===== src/rtl/mmio_reg_bank_if.sv =====
// Peripheral-bus port bundle for mmio_reg_bank: shared address, write and read strobes,
// and the registered read response.
interface mmio_reg_bank_if #(
    parameter int DATA_WIDTH = 8,
    parameter int ADDR_WIDTH = 8
);
    // Strobes are single-cycle and always accepted (no ready). Every cycle with r_en=1
    // produces exactly one r_valid=1 cycle one clock later; r_err qualifies it.
    logic [ADDR_WIDTH-1:0] addr;
    logic [DATA_WIDTH-1:0] w_data;
    logic                  w_en;
    logic                  r_en;
    logic [DATA_WIDTH-1:0] r_data;
    logic                  r_valid;
    logic                  r_err;

    modport master (
        output addr, w_data, w_en, r_en,
        input  r_data, r_valid, r_err
    );

    modport slave (
        input  addr, w_data, w_en, r_en,
        output r_data, r_valid, r_err
    );
endinterface


===== src/rtl/mmio_reg_bank.sv =====
// Memory-mapped register bank: RW data registers, W1C status, saturating trigger counter
// and a one-cycle trigger strobe, all with registered outputs.
module mmio_reg_bank #(
    parameter int DATA_WIDTH = 8,
    parameter int ADDR_WIDTH = 8,
    parameter int NUM_REGS   = 4,
    parameter int TRIG_ADDR  = (1 << ADDR_WIDTH) - 1
) (
    input  logic                           clock,
    input  logic                           reset,
    mmio_reg_bank_if.slave                 bus,
    output logic                           trig_pulse,
    output logic [DATA_WIDTH-1:0]          trig_data,
    output logic                           pending,
    output logic [NUM_REGS*DATA_WIDTH-1:0] regs_flat
);
    localparam logic [ADDR_WIDTH-1:0] STATUS_A = ADDR_WIDTH'(NUM_REGS);
    localparam logic [ADDR_WIDTH-1:0] TRIG_A   = ADDR_WIDTH'(TRIG_ADDR);

    logic [DATA_WIDTH-1:0] regs [NUM_REGS];
    logic [DATA_WIDTH-1:0] trig_count;
    logic                  overflow;
    logic [DATA_WIDTH-1:0] rd_value;
    logic                  rd_err;
    logic                  trig_wr;
    logic                  status_wr;

    assign trig_wr   = bus.w_en && (bus.addr == TRIG_A);
    assign status_wr = bus.w_en && (bus.addr == STATUS_A);

    // Read mux sees pre-write state, which gives read-before-write on a shared address.
    always_comb begin
        rd_value = '0;
        rd_err   = 1'b0;
        if (bus.addr < STATUS_A) begin
            for (int i = 0; i < NUM_REGS; i++) begin
                if (bus.addr == ADDR_WIDTH'(i)) rd_value = regs[i];
            end
        end else if (bus.addr == STATUS_A) begin
            rd_value = DATA_WIDTH'({overflow, pending});
        end else if (bus.addr == TRIG_A) begin
            rd_value = trig_count;
        end else begin
            rd_err = 1'b1;
        end
    end

    always_comb begin
        regs_flat = '0;
        for (int i = 0; i < NUM_REGS; i++) begin
            regs_flat[i*DATA_WIDTH +: DATA_WIDTH] = regs[i];
        end
    end

    always_ff @(posedge clock) begin
        if (reset) begin
            for (int i = 0; i < NUM_REGS; i++) regs[i] <= '0;
            trig_data   <= '0;
            trig_count  <= '0;
            trig_pulse  <= 1'b0;
            pending     <= 1'b0;
            overflow    <= 1'b0;
            bus.r_data  <= '0;
            bus.r_valid <= 1'b0;
            bus.r_err   <= 1'b0;
        end else begin
            bus.r_valid <= bus.r_en;
            bus.r_err   <= bus.r_en && rd_err;
            if (bus.r_en) bus.r_data <= rd_value;

            for (int i = 0; i < NUM_REGS; i++) begin
                if (bus.w_en && (bus.addr == ADDR_WIDTH'(i))) regs[i] <= bus.w_data;
            end

            trig_pulse <= trig_wr;
            if (trig_wr) begin
                trig_data <= bus.w_data;
                if (trig_count != '1) trig_count <= trig_count + 1'b1;
                if (pending) overflow <= 1'b1;
                pending <= 1'b1;
            end else if (status_wr) begin
                if (bus.w_data[0]) pending  <= 1'b0;
                if (bus.w_data[1]) overflow <= 1'b0;
            end
        end
    end
endmodule


===== src/flat_wrapper.sv =====
// flat-port wrapper written by rule: the top's interface ports become plain ports
module mmio_reg_bank_flat 
#(
    parameter int DATA_WIDTH = 8,
    parameter int ADDR_WIDTH = 8,
    parameter int NUM_REGS   = 4,
    parameter int TRIG_ADDR  = (1 << ADDR_WIDTH) - 1
)
  (clock, reset, trig_pulse, trig_data, pending, regs_flat, bus_addr, bus_w_data, bus_w_en, bus_r_en, bus_r_data, bus_r_valid, bus_r_err);
  mmio_reg_bank_if #(.DATA_WIDTH(DATA_WIDTH), .ADDR_WIDTH(ADDR_WIDTH)) bus_i ();
  input  logic clock;
  input  logic reset;
  output logic trig_pulse;
  output logic [DATA_WIDTH-1:0] trig_data;
  output logic pending;
  output logic [NUM_REGS*DATA_WIDTH-1:0] regs_flat;
  input wire logic [$bits(bus_i.addr)-1:0] bus_addr;
  input wire logic [$bits(bus_i.w_data)-1:0] bus_w_data;
  input wire logic [$bits(bus_i.w_en)-1:0] bus_w_en;
  input wire logic [$bits(bus_i.r_en)-1:0] bus_r_en;
  output wire logic [$bits(bus_i.r_data)-1:0] bus_r_data;
  output wire logic [$bits(bus_i.r_valid)-1:0] bus_r_valid;
  output wire logic [$bits(bus_i.r_err)-1:0] bus_r_err;
  assign bus_i.addr = bus_addr;
  assign bus_i.w_data = bus_w_data;
  assign bus_i.w_en = bus_w_en;
  assign bus_i.r_en = bus_r_en;
  assign bus_r_data = bus_i.r_data;
  assign bus_r_valid = bus_i.r_valid;
  assign bus_r_err = bus_i.r_err;
  mmio_reg_bank #(.DATA_WIDTH(DATA_WIDTH), .ADDR_WIDTH(ADDR_WIDTH), .NUM_REGS(NUM_REGS), .TRIG_ADDR(TRIG_ADDR)) u_core (.clock(clock), .reset(reset), .bus(bus_i), .trig_pulse(trig_pulse), .trig_data(trig_data), .pending(pending), .regs_flat(regs_flat));
endmodule

===== config.mk =====
export PLATFORM = sky130hd
export DESIGN_NAME = mmio_reg_bank_flat
export DESIGN_NICKNAME = d
export VERILOG_FILES = /design/src/rtl/mmio_reg_bank_if.sv /design/src/rtl/mmio_reg_bank.sv /design/src/flat_wrapper.sv
export SDC_FILE = /design/constraint.sdc
export NUM_CORES = 1
export LEC_CHECK = 0
export CAP_MARGIN = 20
export CORE_MARGIN = 3
export CORE_UTILIZATION = 48
export DETAILED_ROUTE_END_ITERATION = 10
export PLACE_DENSITY = 0.89
export RECOVER_POWER = 100
export SYNTH_ARGS = -nofsm -noshare
export SYNTH_HDL_FRONTEND = slang
export SYNTH_SLANG_ARGS = --single-unit

===== constraint.sdc =====
create_clock -name clock -period 2.1 [get_ports clock]
set_input_delay 0.42 -clock clock [delete_from_list [all_inputs] [get_ports clock]]
set_output_delay 0.42 -clock clock [all_outputs]
set_load 0.05 [all_outputs]

Yosys cells after proc, flatten, opt, wreduce, memory -nomap -nowiden
Memories as Yosys holds them, arrays and structs flattened.
Index checks and enable logic that the tools add are counted.
W data, S select, Z words.
{ "word_totals": {"ff_bits": 29, "mem_bits_rw": 32, "in_bits": 20, "out_inout_bits": 52, "elab_cells": 71, "mem_count": 1} }
{ "memory_table": {"columns": ["name", "words", "word_bits", "rd", "rd_ports_with_merged_regs", "wr", "line_no", "text"], "rows": [
  ["u_core.regs", 4, 8, 4, 0, 4, "mmio_reg_bank.sv:20", "logic [DATA_WIDTH-1:0] regs [NUM_REGS];"]
]} }
{ "classes": {"n_addsub": 1, "n_lt_le_gt_ge": 1, "n_eq_ne": 7, "n_mux": 35, "bitwise_logic": 4, "reduce_logical": 14} }
{ "op_table": {"columns": ["op", "n"], "rows": [
  ["$mux W8", 11],
  ["$mux W1", 24],
  ["$eq A8 B2 Y1 const B", 2],
  ["$add A8 B1 Y8 const B", 1],
  ["$eq A8 B1 Y1 const B", 1],
  ["$eq A8 B3 Y1 const B", 1],
  ["$eq A8 B8 Y1 const B", 1],
  ["$logic_not A8 Y1", 1],
  ["$lt A8 B3 Y1 const B", 1],
  ["$ne A8 B8 Y1 const B", 1],
  ["$logic_and A1 B1 Y1", 7],
  ["$reduce_bool A2 Y1", 3],
  ["$or A1 B1 Y1", 4],
  ["$reduce_and A2 Y1", 2],
  ["$reduce_and A3 Y1", 1],
  ["$ne A2 B1 Y1 const B", 1]
]} }

Longest topological paths before layout
{ "logic_depth": {"depth_word": 6, "mapped_depth": 7, "mapped_depth_nobuf": 4} }

Worst setup path after synthesis
No wires, ideal clock.
{ "synth_timing": {"path_kind": "in2reg", "from": "in bus_addr[4]", "to": "mem u_core.regs[1][0] (enable)", "setup_time_ns": 0.330, "arrival_time_ns": 1.536, "required_ns": 1.770, "slack_ns": 0.235, "cell_stages": 3, "path_buffers": 0, "path_cell_list": "nor4_1 nor3b_4 a41o_1"} }
{ "synth_rtl": {"columns": ["element", "line_no", "text"], "rows": [
  ["start: declaration", "flat_wrapper.sv:17", "input wire logic [$bits(bus_i.addr)-1:0] bus_addr;"],
  ["end: declaration", "mmio_reg_bank.sv:20", null]
]} }

==> out/metrics.csv <==
stage,metric,value,unit
final_layout,syn2layout_area_growth,42.50,%
grt,use_met1,30.96,%
routing,dr.pass1.iters,5,
worst_setup_path,startpoint_type,register,
synth,ys_async_sr_fraction,0,%
grt,grt.total_usage,26.37,%
final_layout,multi_input_area,0.001136,sq mm
synth,avgSynthCellArea,11.41,sq um
final_layout,layout.nets,357,
floorplanning,io_pins,72,
clock_network,cts.clk_slew.worst_paths,0.08,ns
worst_setup_path,endpoint_kind,output pin,
grt,grt_max_degree,24,
routing,drt-initial-drc-count,233,
synth,yosys.area.top_type,edfxtp_1,
timing,relSlewSlack,64.38,%
final_layout,seq_area,0.001541,sq mm
placement,gp_congestion,0.8883,
synth,synth_top_cell_area_share,34.80,%
floorplanning,dieArea,0.006699,sq mm
worst_setup_path,arrival,1.64,ns
job,cap_violations,0,
routing,finalWirelength,8172,um
hold_path,hold_path_end,u_core.trig_data[5],
synth,syn_area,0.002761,sq mm
timing,setup_viol,0,
final_layout,fin_util,73.76,%
clock_network,root_buffer,clkbuf_8,
worst_setup_path,crit_type,register to output pin,
grt,grtUsageMet2,43.78,%
timing,fmax,484.5,MHz
power,irDropWorstVdd,0.0006643,V
worst_setup_path,critPathBufInv,1,
worst_setup_path,r2r_slack,0.51,ns
synth,syn_inst,242,
synth,ys_top_cells_by_count,"32 x and2_1, 32 x edfxtp_1, 29 x dfxtp_1, 18 x nand2_1, 17 x a21oi_1",
worst_setup_path,cpPeakStageDelay,0.90,ns
final_layout,diodes,0,
worst_setup_path,crit_family,buffers and inverters,
grt,grt_busiest_layer,met2,
final_layout,layout-drive-gt1-share,13.78,%
worst_setup_path,worstReg2RegEnd,u_core.trig_count[4],
placement,io_buffers,71,
power,total_power,2.951,mW
routing,viasPerCell,5.754,
grt,grt_pass1_wl,12590,um
hold_path,min_path_type,register to register,
floorplanning,start_util,51.76,%
clock_network,cts_sinks,61,
synth,ys_seq_area_share,55.82,%
floorplanning,fp.dieH,81.85,um
floorplanning,rows,26,
clock_network,cts_setup_buffers,0,
hold_path,holdPathStages,2,
clock_network,cts_max_level,3,
timing,finClkSkew,0.008248,ns
clock_network,cts_tree,done,
placement,hpwl,5618,um
timing,finalHoldViolations,0,
grt,grt_overflow_total,0,
routing,antenna_left,0,
worst_setup_path,worstPathRequired,1.68,ns
hold_path,hold_start,u_core.trig_data[5],
worst_setup_path,crit_chain,dlygate4sd3_1,
grt,grt_pass1_vias,2337,
worst_setup_path,r2r_start,u_core.trig_count[0],
synth,synth_edf_count,32,
floorplanning,core_region_area,0.005335,sq mm
synth,synth-seq-cells,61,
worst_setup_path,critPathSlowestCell,dlygate4sd3_1,
routing,dr_total_vias,2365,
synth,synth_flop_cell,edfxtp_1,
grt,met3_usage,6.689,%
routing,drt_drc_violations_left,0,
final_layout,fillers,367,
grt,antenna_found_initial,0,
timing,drv_slew,0,
timing,fin_crit_sh,98.28,%
floorplanning,die_x,81.85,um
clock_network,cts_buffers,9,
timing,period_minus_slack,2.064,ns
run_status,outcome,completed,
synth,synthTopCellsByArea,"edfxtp_1 35%, dfxtp_1 21%, and2_1 7.2%",
synth,synth.yosys.warnings,0,
clock_network,clk-insertion-delay-late,0.36,ns
power,leakagePower,1.499,nW
clock_network,clk_path_buf_depth,2,
routing,wl_per_cell,19.88,um
timing,hold_slack,0.4628,ns
synth,syn-num-nets,263,
power,p_per_area,750.0,mW/mm^2
timing,rsz0062_at_grt,false,
worst_setup_path,worstPathMaxFanout,2,
worst_setup_path,reg2regPathDepth,4,
synth,ys_types,39,
timing,worst_pin_slew,0.5325,ns
-- repair_timing --
| item | CTS | global route |
|---|---|---|
| setup endpoints to repair | 4 | 38 |
| gates cloned | 0 | 0 |
| gates resized for setup | 1 | 5 |
| hold buffers | 0 | 0 |
| pin swaps | 0 | 2 |
-- state kept, by name, summed over array words and instances, names as in the netlist --
name                flops
u_core.pending          1
u_core.overflow         1
u_core.trig_pulse       1
u_core.trig_data        8
u_core.bus.r_data       8
u_core.regs            32
u_core.bus.r_err        1
u_core.bus.r_valid      1
u_core.trig_count       8
-- cell usage in the layout (no fill, tap or decap), drive strengths merged, types with 6 or more instances in the layout --
cell type      instances
clkdlybuf4s50         34
inv                    7
edfxtp                32
dlygate4sd3           35
clkbuf                20
nand3                  6
nor2                  10
a21oi                 17
and2                  32
a22oi                  6
mux4                   7
a211oi                 8
buf                   18
and3                   6
nor3                   6
nand2                 18
dfxtp                 29
o21ai                  7
-- worst max path at each step --
stage                            startpoint           endpoint  cells after the start
after detailed placement        bus_addr[4]  u_core.regs[3][3]                      7
after CTS                       bus_addr[4]  u_core.regs[2][7]                      6
after global routing            bus_addr[7]  u_core.regs[2][5]                      6
after global placement          bus_addr[4]  u_core.regs[2][6]                      6
after floorplan                 bus_addr[4]  u_core.regs[1][0]                      3
final                     u_core.regs[3][0]      regs_flat[24]                      1
-- stage by stage --
| stage | TNS [ns] | setup slack (ns) | cell area, sq um | cells |
|---|---|---|---|---|
| after floorplan | 0 | 0.2346 | 2761 | 242 |
| after global placement | -5.237 | -0.1574 | 3695 | 395 |
| after detailed placement | -14.60 | -0.2964 | 3695 | 395 |
| after CTS | 0 | 0.03241 | 3936 | 411 |
| after global routing | 0 | 0.003748 | 3935 | 411 |
| final | 0 | 0.03622 | 3935 | 411 |
-- tightest hold or removal path, cell delays in order (launching register included) --
cell     delay, ns
dfxtp_1       0.31
nand2_1       0.05
a21oi_1       0.06
-- cell families after synthesis --
group | after synthesis | synth area share (%)
adder cells (fa/ha/maj) | 1 | 0.4530
AND/OR/NAND/NOR | 99 | 20.71
multiplexers | 9 | 7.250
flip-flops | 61 | 55.82
AO/OA/AOI/OAI | 52 | 12.19
buffers and inverters | 20 | 3.579
-- routing by layer --
metal | up-vias | part of all wire, %
li1 | 1098 | -
met1 | 1123 | 39
met2 | 120 | 51
met3 | 24 | 7.0
met4 | 0 | 3.3
met5 | - | 0
-- where the power goes --
part,internal (mW),switching (mW),leakage [nW]
logic,0.148,0.260,0.840
clock network,0.700,0.522,0.121
registers,1.29,0.0291,0.539
total,2.14,0.811,1.50
-- final cells by class --
type | instances | area share [%]
clock buffers | 11 | 4.420
clock inverters | 5 | 1.558
inverters | 5 | 0.4769
multi-input cells | 161 | 28.87
flip-flops and latches | 61 | 39.17
well taps | 70 | 2.226
repair buffers | 98 | 23.28
Power figures use the tool's default switching activity.
